$ cat src/rtl/echo_delay_ctrl.sv
// Echo/delay engine: per-sample read-modify-write of a circular delay line in external memory.
// Optional power-up memory clear is enabled by defining ECHO_MEM_CLEAR_EN.
module echo_delay_ctrl #(
    parameter int DATALEN = 16,
    parameter int MEMLEN  = 16
) (
    input  logic                      clk,
    input  logic                      reset,
    input  logic                      sample_valid,
    input  logic signed [DATALEN-1:0] sample_in,
    input  logic [MEMLEN-1:0]         delay,
    input  logic [7:0]                feedback,
    output logic signed [DATALEN-1:0] sample_out,
    output logic                      out_valid,
    output logic                      busy,
    output logic                      overrun,
    output logic [MEMLEN-1:0]         mem_addr,
    output logic [DATALEN-1:0]        mem_datain,
    output logic                      mem_wren,
    input  logic [DATALEN-1:0]        mem_dataout
);

`ifdef ECHO_MEM_CLEAR_EN
    typedef enum logic [2:0] {S_IDLE = 3'd0, S_RD = 3'd1, S_WT = 3'd2, S_WR = 3'd3, S_CLR = 3'd4} state_e;
    localparam state_e RESET_STATE = S_CLR;
    localparam logic [MEMLEN:0] CLR_LAST = {1'b1, {MEMLEN{1'b0}}};
    logic [MEMLEN:0] clr_cnt_q, clr_cnt_d;
`else
    typedef enum logic [2:0] {S_IDLE = 3'd0, S_RD = 3'd1, S_WT = 3'd2, S_WR = 3'd3} state_e;
    localparam state_e RESET_STATE = S_IDLE;
`endif

    state_e                     state_q, state_d;
    logic [MEMLEN-1:0]          wr_ptr_q, wr_ptr_d;
    logic signed [DATALEN-1:0]  in_q, in_d;
    logic [7:0]                 fb_q, fb_d;
    logic                       dzero_q, dzero_d;
    logic signed [DATALEN-1:0]  sample_out_q, sample_out_d;
    logic                       out_valid_q, out_valid_d;
    logic                       overrun_q, overrun_d;
    logic [MEMLEN-1:0]          mem_addr_q, mem_addr_d;
    logic [DATALEN-1:0]         mem_datain_q, mem_datain_d;
    logic                       mem_wren_q, mem_wren_d;

    logic signed [DATALEN-1:0]  d_s;
    logic signed [DATALEN+8:0]  prod_s;
    logic signed [DATALEN+8:0]  scaled_s;
    logic signed [DATALEN+1:0]  out_sum_s;
    logic signed [DATALEN+1:0]  wb_sum_s;

    // Clamp a two-bit-headroom sum back into the DATALEN signed range.
    function automatic logic signed [DATALEN-1:0] sat(input logic signed [DATALEN+1:0] v);
        if ((v[DATALEN+1:DATALEN-1] == 3'b000) || (v[DATALEN+1:DATALEN-1] == 3'b111)) begin
            return v[DATALEN-1:0];
        end else if (v[DATALEN+1]) begin
            return {1'b1, {(DATALEN-1){1'b0}}};
        end else begin
            return {1'b0, {(DATALEN-1){1'b1}}};
        end
    endfunction

    // Mix datapath: delayed sample scaled by feedback/256 with floor rounding.
    always_comb begin
        d_s       = dzero_q ? '0 : $signed(mem_dataout);
        prod_s    = $signed({{9{d_s[DATALEN-1]}}, d_s}) * $signed({{(DATALEN+1){1'b0}}, fb_q});
        scaled_s  = prod_s >>> 4'd8;
        out_sum_s = $signed({{2{in_q[DATALEN-1]}}, in_q}) + $signed({{2{d_s[DATALEN-1]}}, d_s});
        wb_sum_s  = $signed({{2{in_q[DATALEN-1]}}, in_q}) + scaled_s[DATALEN+1:0];
    end

    // State and datapath registers.
    always_ff @(posedge clk or posedge reset) begin
        if (reset) begin
            state_q      <= RESET_STATE;
            wr_ptr_q     <= '0;
            in_q         <= '0;
            fb_q         <= 8'd0;
            dzero_q      <= 1'b0;
            sample_out_q <= '0;
            out_valid_q  <= 1'b0;
            overrun_q    <= 1'b0;
            mem_addr_q   <= '0;
            mem_datain_q <= '0;
            mem_wren_q   <= 1'b0;
`ifdef ECHO_MEM_CLEAR_EN
            clr_cnt_q    <= '0;
`endif
        end else begin
            state_q      <= state_d;
            wr_ptr_q     <= wr_ptr_d;
            in_q         <= in_d;
            fb_q         <= fb_d;
            dzero_q      <= dzero_d;
            sample_out_q <= sample_out_d;
            out_valid_q  <= out_valid_d;
            overrun_q    <= overrun_d;
            mem_addr_q   <= mem_addr_d;
            mem_datain_q <= mem_datain_d;
            mem_wren_q   <= mem_wren_d;
`ifdef ECHO_MEM_CLEAR_EN
            clr_cnt_q    <= clr_cnt_d;
`endif
        end
    end

    // Next-state logic.
    always_comb begin
        state_d = state_q;
        case (state_q)
            S_IDLE: begin
                if (sample_valid) begin
                    state_d = S_RD;
                end else begin
                    state_d = S_IDLE;
                end
            end
            S_RD:    state_d = S_WT;
            S_WT:    state_d = S_WR;
            S_WR:    state_d = S_IDLE;
`ifdef ECHO_MEM_CLEAR_EN
            S_CLR: begin
                if (clr_cnt_q == CLR_LAST) begin
                    state_d = S_IDLE;
                end else begin
                    state_d = S_CLR;
                end
            end
`endif
            default: state_d = S_IDLE;
        endcase
    end

    // Output/datapath next values; outputs are registered so they line up with the next state.
    always_comb begin
        wr_ptr_d     = wr_ptr_q;
        in_d         = in_q;
        fb_d         = fb_q;
        dzero_d      = dzero_q;
        sample_out_d = sample_out_q;
        out_valid_d  = 1'b0;
        overrun_d    = sample_valid && (state_q != S_IDLE);
        mem_addr_d   = mem_addr_q;
        mem_datain_d = mem_datain_q;
        mem_wren_d   = 1'b0;
`ifdef ECHO_MEM_CLEAR_EN
        clr_cnt_d    = clr_cnt_q;
`endif
        case (state_q)
            S_IDLE: begin
                if (sample_valid) begin
                    in_d       = sample_in;
                    fb_d       = feedback;
                    dzero_d    = (delay == '0);
                    mem_addr_d = wr_ptr_q - delay;
                end else begin
                    in_d       = in_q;
                end
            end
            S_RD: begin
                mem_wren_d = 1'b0;
            end
            S_WT: begin
                sample_out_d = sat(out_sum_s);
                mem_datain_d = sat(wb_sum_s);
                mem_addr_d   = wr_ptr_q;
                mem_wren_d   = 1'b1;
                out_valid_d  = 1'b1;
            end
            S_WR: begin
                wr_ptr_d = wr_ptr_q + 1'b1;
            end
`ifdef ECHO_MEM_CLEAR_EN
            // Writes lag the counter by one cycle; the final CLR cycle carries the last write.
            S_CLR: begin
                clr_cnt_d = clr_cnt_q + 1'b1;
                if (clr_cnt_q != CLR_LAST) begin
                    mem_wren_d   = 1'b1;
                    mem_addr_d   = clr_cnt_q[MEMLEN-1:0];
                    mem_datain_d = '0;
                end else begin
                    mem_wren_d   = 1'b0;
                end
            end
`endif
            default: begin
                mem_wren_d = 1'b0;
            end
        endcase
    end

    assign busy       = (state_q != S_IDLE);
    assign sample_out = sample_out_q;
    assign out_valid  = out_valid_q;
    assign overrun    = overrun_q;
    assign mem_addr   = mem_addr_q;
    assign mem_datain = mem_datain_q;
    assign mem_wren   = mem_wren_q;

endmodule

$ cat config.mk
export PLATFORM = sky130hd
export DESIGN_NAME = echo_delay_ctrl
export DESIGN_NICKNAME = d
export VERILOG_FILES = /design/src/rtl/echo_delay_ctrl.sv
export SDC_FILE = /design/constraint.sdc
export NUM_CORES = 1
export LEC_CHECK = 0
export CAP_MARGIN = 20
export CORE_AREA = 2 2 184 186
export CTS_BUF_LIST = sky130_fd_sc_hd__clkbuf_8
export CTS_CLUSTER_DIAMETER = 40
export DETAILED_ROUTE_END_ITERATION = 12
export DIE_AREA = 0 0 186 188
export MAX_ROUTING_LAYER = met4
export SLEW_MARGIN = 30
export SYNTH_ARGS = -nofsm -noshare
export SYNTH_HDL_FRONTEND = slang
export SYNTH_SLANG_ARGS = --single-unit
export TNS_END_PERCENT = 5
$ cat constraint.sdc
create_clock -name clk -period 10.3 [get_ports clk]
set_input_delay 2.06 -clock clk [delete_from_list [all_inputs] [get_ports clk]]
set_output_delay 2.06 -clock clk [all_outputs]
set_load 0.005 [all_outputs]
==> summary.md <==
| Metric | Value |
|---|---|
| Clock transition at path regs | 0.10 ns |
| I/O Buffers | 110 |
| CTS buffer count | 9 |
| Sequential element share of the synthesized area | 21.5% |
| GR Overflow Total | 0 |
| Die Ht | 188 um |
| Num rows | 67 |
| Post-Synthesis Cells | 1208 |
| Critical R2R Launch | dzero_q |
| Total area of sequential cells | 0.00233 mm2 |
| Post-DP HPWL | 22.7 mm |
| Fin nets | 1558 |
| Antenna-violating nets left | 0 |
| Largest net degree at the start of global routing | 71 |
| Core ar. | 0.0331 mm2 |
| CTS Root Cell | clkbuf_8 |
| Post-synth top area share | 21.5% |
| Worst r2r path cells | 28 |
| Number of fillers in the final layout | 3322 |
| Worst path top cell family by delay | compound AO/OA/AOI/OAI gates |
| Initial antenna violation count | 2 |
| Wl on met1 | 12.4 mm |
| Clock Path Buffers | 2 |
| Dpl cells | 1732 |
| Critical path arrival | 9.71 ns |
| Crit Path Max Fanout | 12 |
| PostCTS Resize Cnt | 0 |
| Slew margin rel. | 46.2% |
| Area of the die | 0.0350 mm2 |
| Routed via count | 8679 |
| GP Congestion | 0.857 |
| Crit-path max cell delay | 0.60 ns |
| Initial Util | 32.6% |
| Reg2reg end | mem_datain[8] |
| Synth warnings | 0 |
| CP bufs+invs | 4 |
| Core Util, Final | 38.0% |
| CP Data Required Time | 10.62 ns |
| Post-synth net total | 1471 |
| H-tree depth | 3 |
| Clk_lat worst skew | 0.40 ns |
| Area Overhead vs Synth | 16.5% |
| Vias in the first global route | 8674 |
| Drt first pass iters | 5 |
| Metal2 WL | 13.9 mm |
| Maximum clock frequency | 107 MHz |
| Crit Path Category | input pin to flop |
| Unrepaired setup endpoints after global routing | no |
| Setup TNS | 0 ns |
| Die W | 186 um |
| # DRC | 0 |
| GRT Util Overall | 17.0% |
| Status | completed |
| Area contributors post-synth | dfrtp_1, fa_1, ha_1 |
| Number of synthesized flops with an enable pin | 0 |
| Initial DRC Count | 381 |
| Final Hold Viols | 0 |
| Fin cells | 1750 |
| First-pass GRT wire length | 45.3 mm |
| Post-synth ARST share | 100% |
| Pins Over Slew Limit | 0 |
| WL final | 28.2 mm |
| WL/cell | 16.1 um |
| CP Launch Point | mem_dataout[4] |
| Final setup fails | 0 |
| Post-DR vias/cell | 4.96 |
| Area of the multi-input gates | 0.00759 mm2 |
| Clk_skew | 0.0147 ns |
| Yosys top cell by area | dfrtp_1 |
| Max cap viols | 0 |
| CP endpoint | mem_datain[8] |
| Reg2reg setup slack | 2.35 ns |
| Clock sink count | 93 |
| WP depth | 29 |
| Highest metal used | met4 |
| Startpoint types | input pin |
| CTS tree | done |
| Share of cells above drive strength 1 | 5.77% |
| Most frequent CP cell | fa_1 |
| Main synth FF type | dfrtp_1 |
| Cts hold-fix bufs | 0 |
| Seq cells post-synth | 93 |
| Hold WC Path Type | flop to flop |
| # IOs | 111 |
| Synth Cell Area | 0.0108 mm2 |
| Tcrit/Tclk final | 91.1% |
| Worst-Margin Slew | 0.797 ns |
| Min cycle time layout | 9.39 ns |
| Critical Path Slowest Stage Cell | o211ai_1 |
| Worst setup EP type | flop |
| Post-synth cell types | 71 |
| Wire length on met3 | 1.09 mm |
| Mean Syn Cell Area | 8.94 um2 |
| Setup repair bufs after CTS | 0 |
-- cell type report --
cell class / instances / share of cell area, %
Sequential cell: 93 / 18.5
Clock buffer: 10 / 1.09
Timing Repair Buffer: 123 / 9.56
Inverter: 188 / 5.63
Tap cell: 448 / 4.46
Antenna cell: 2 / 0.0398
Clock inverter: 6 / 0.368
Multi-Input combinational cell: 880 / 60.4
-- cell usage after synthesis (3+ instances only) --
cell type  number
a31oi_1        20
or2_2           3
and2b_1         7
a2111oi_0       3
and3_1         13
a211oi_1        5
o21a_1          9
mux2_2         24
nand4_1         9
o311ai_0        3
nor2_1         53
nand2b_1        8
o21bai_1        5
nor3_1         29
ha_1          100
fa_1          104
a21o_1          9
o41ai_1         4
dfrtp_1        93
nor2b_1        18
a21oi_1        50
o21ai_0        51
nand3_1        15
o211ai_1        3
xor2_1         20
inv_1         188
mux2i_1         5
buf_2           3
nand3b_1        3
nor4_1          7
xnor2_1        44
clkbuf_1       40
o2bb2ai_1      12
nand2_1       111
o31ai_1         7
o211a_1         4
or3_1           7
a22o_1          3
and2_1         71
-- worst min-delay path, stage by stage, from the launching register on --
cell and delay [ns]:
dfrtp_1 0.36, nand2_1 0.05, nand2_1 0.05
-- worst min path at each step --
stage	slack (ns)	cells after the start	end	from
after floorplan	0.45	1	state_q[0]	state_q[0]
after global placement	0.46	2	mem_addr[0]	mem_addr[0]
after detailed placement	0.46	2	mem_addr[0]	mem_addr[0]
after CTS	0.49	2	mem_addr[0]	mem_addr[0]
after global routing	0.53	1	sample_out[8]	sample_out[8]
final	0.49	2	mem_addr[0]	mem_addr[0]
-- state kept, by name (all words and copies together) (netlist names) --
signal	count
dzero_q	1
wr_ptr_q	16
fb_q	8
in_q	16
mem_wren	1
state_q	2
overrun	1
sample_out	16
mem_addr	16
mem_datain	16
-- layout by cell type, fill, tap and decap left out, drive strengths merged, types with 15 or more instances in the layout --
master / synthesis / final
inv: 188 / 192
a31oi: 22 / 22
nor3: 29 / 29
fa: 104 / 104
xnor2: 44 / 44
mux2: 24 / 24
xor2: 20 / 20
a21oi: 50 / 50
nand3: 15 / 15
nor2: 53 / 53
o21ai: 52 / 52
clkdlybuf4s50: 0 / 110
dfrtp: 93 / 93
and2: 71 / 71
ha: 100 / 100
nor2b: 18 / 18
nand2: 112 / 112
-- metal layers --
metal | vias up | GRT usage (%)
met2 | 163 | 28.6
met3 | 35 | 2.29
li1 | 4186 | -
met4 | 0 | 5.94
met5 | - | -
met1 | 4295 | 20.9
-- metrics by stage --
step / setup slack, ns / area (um2) / hold slack [ns]
4_1_cts: 0.944 / 12600 / 0.491
6_report: 0.912 / 12600 / 0.487
3_5_place_dp: 0.529 / 12400 / 0.463
3_3_place_gp: 0.720 / 12400 / 0.464
2_1_floorplan: 1.61 / 10800 / 0.452
5_1_grt: 0.256 / 12600 / 0.525
-- cell families after synthesis --
| logic type | count (synthesis) | share of synthesized area, % |
|---|---|---|
| and+or+nand+nor | 361 | 16.9 |
| buffers and inverters | 235 | 8.27 |
| AOI/OAI and AO/OA | 222 | 14.2 |
| adders and majority gates | 204 | 30.9 |
| DFF | 93 | 21.5 |
| xor gates and xnor gates | 64 | 5.19 |
| muxes | 29 | 2.97 |
Power is not shown: default switching activity piles up to over one toggle a cycle in this logic, so the estimate is an artifact.
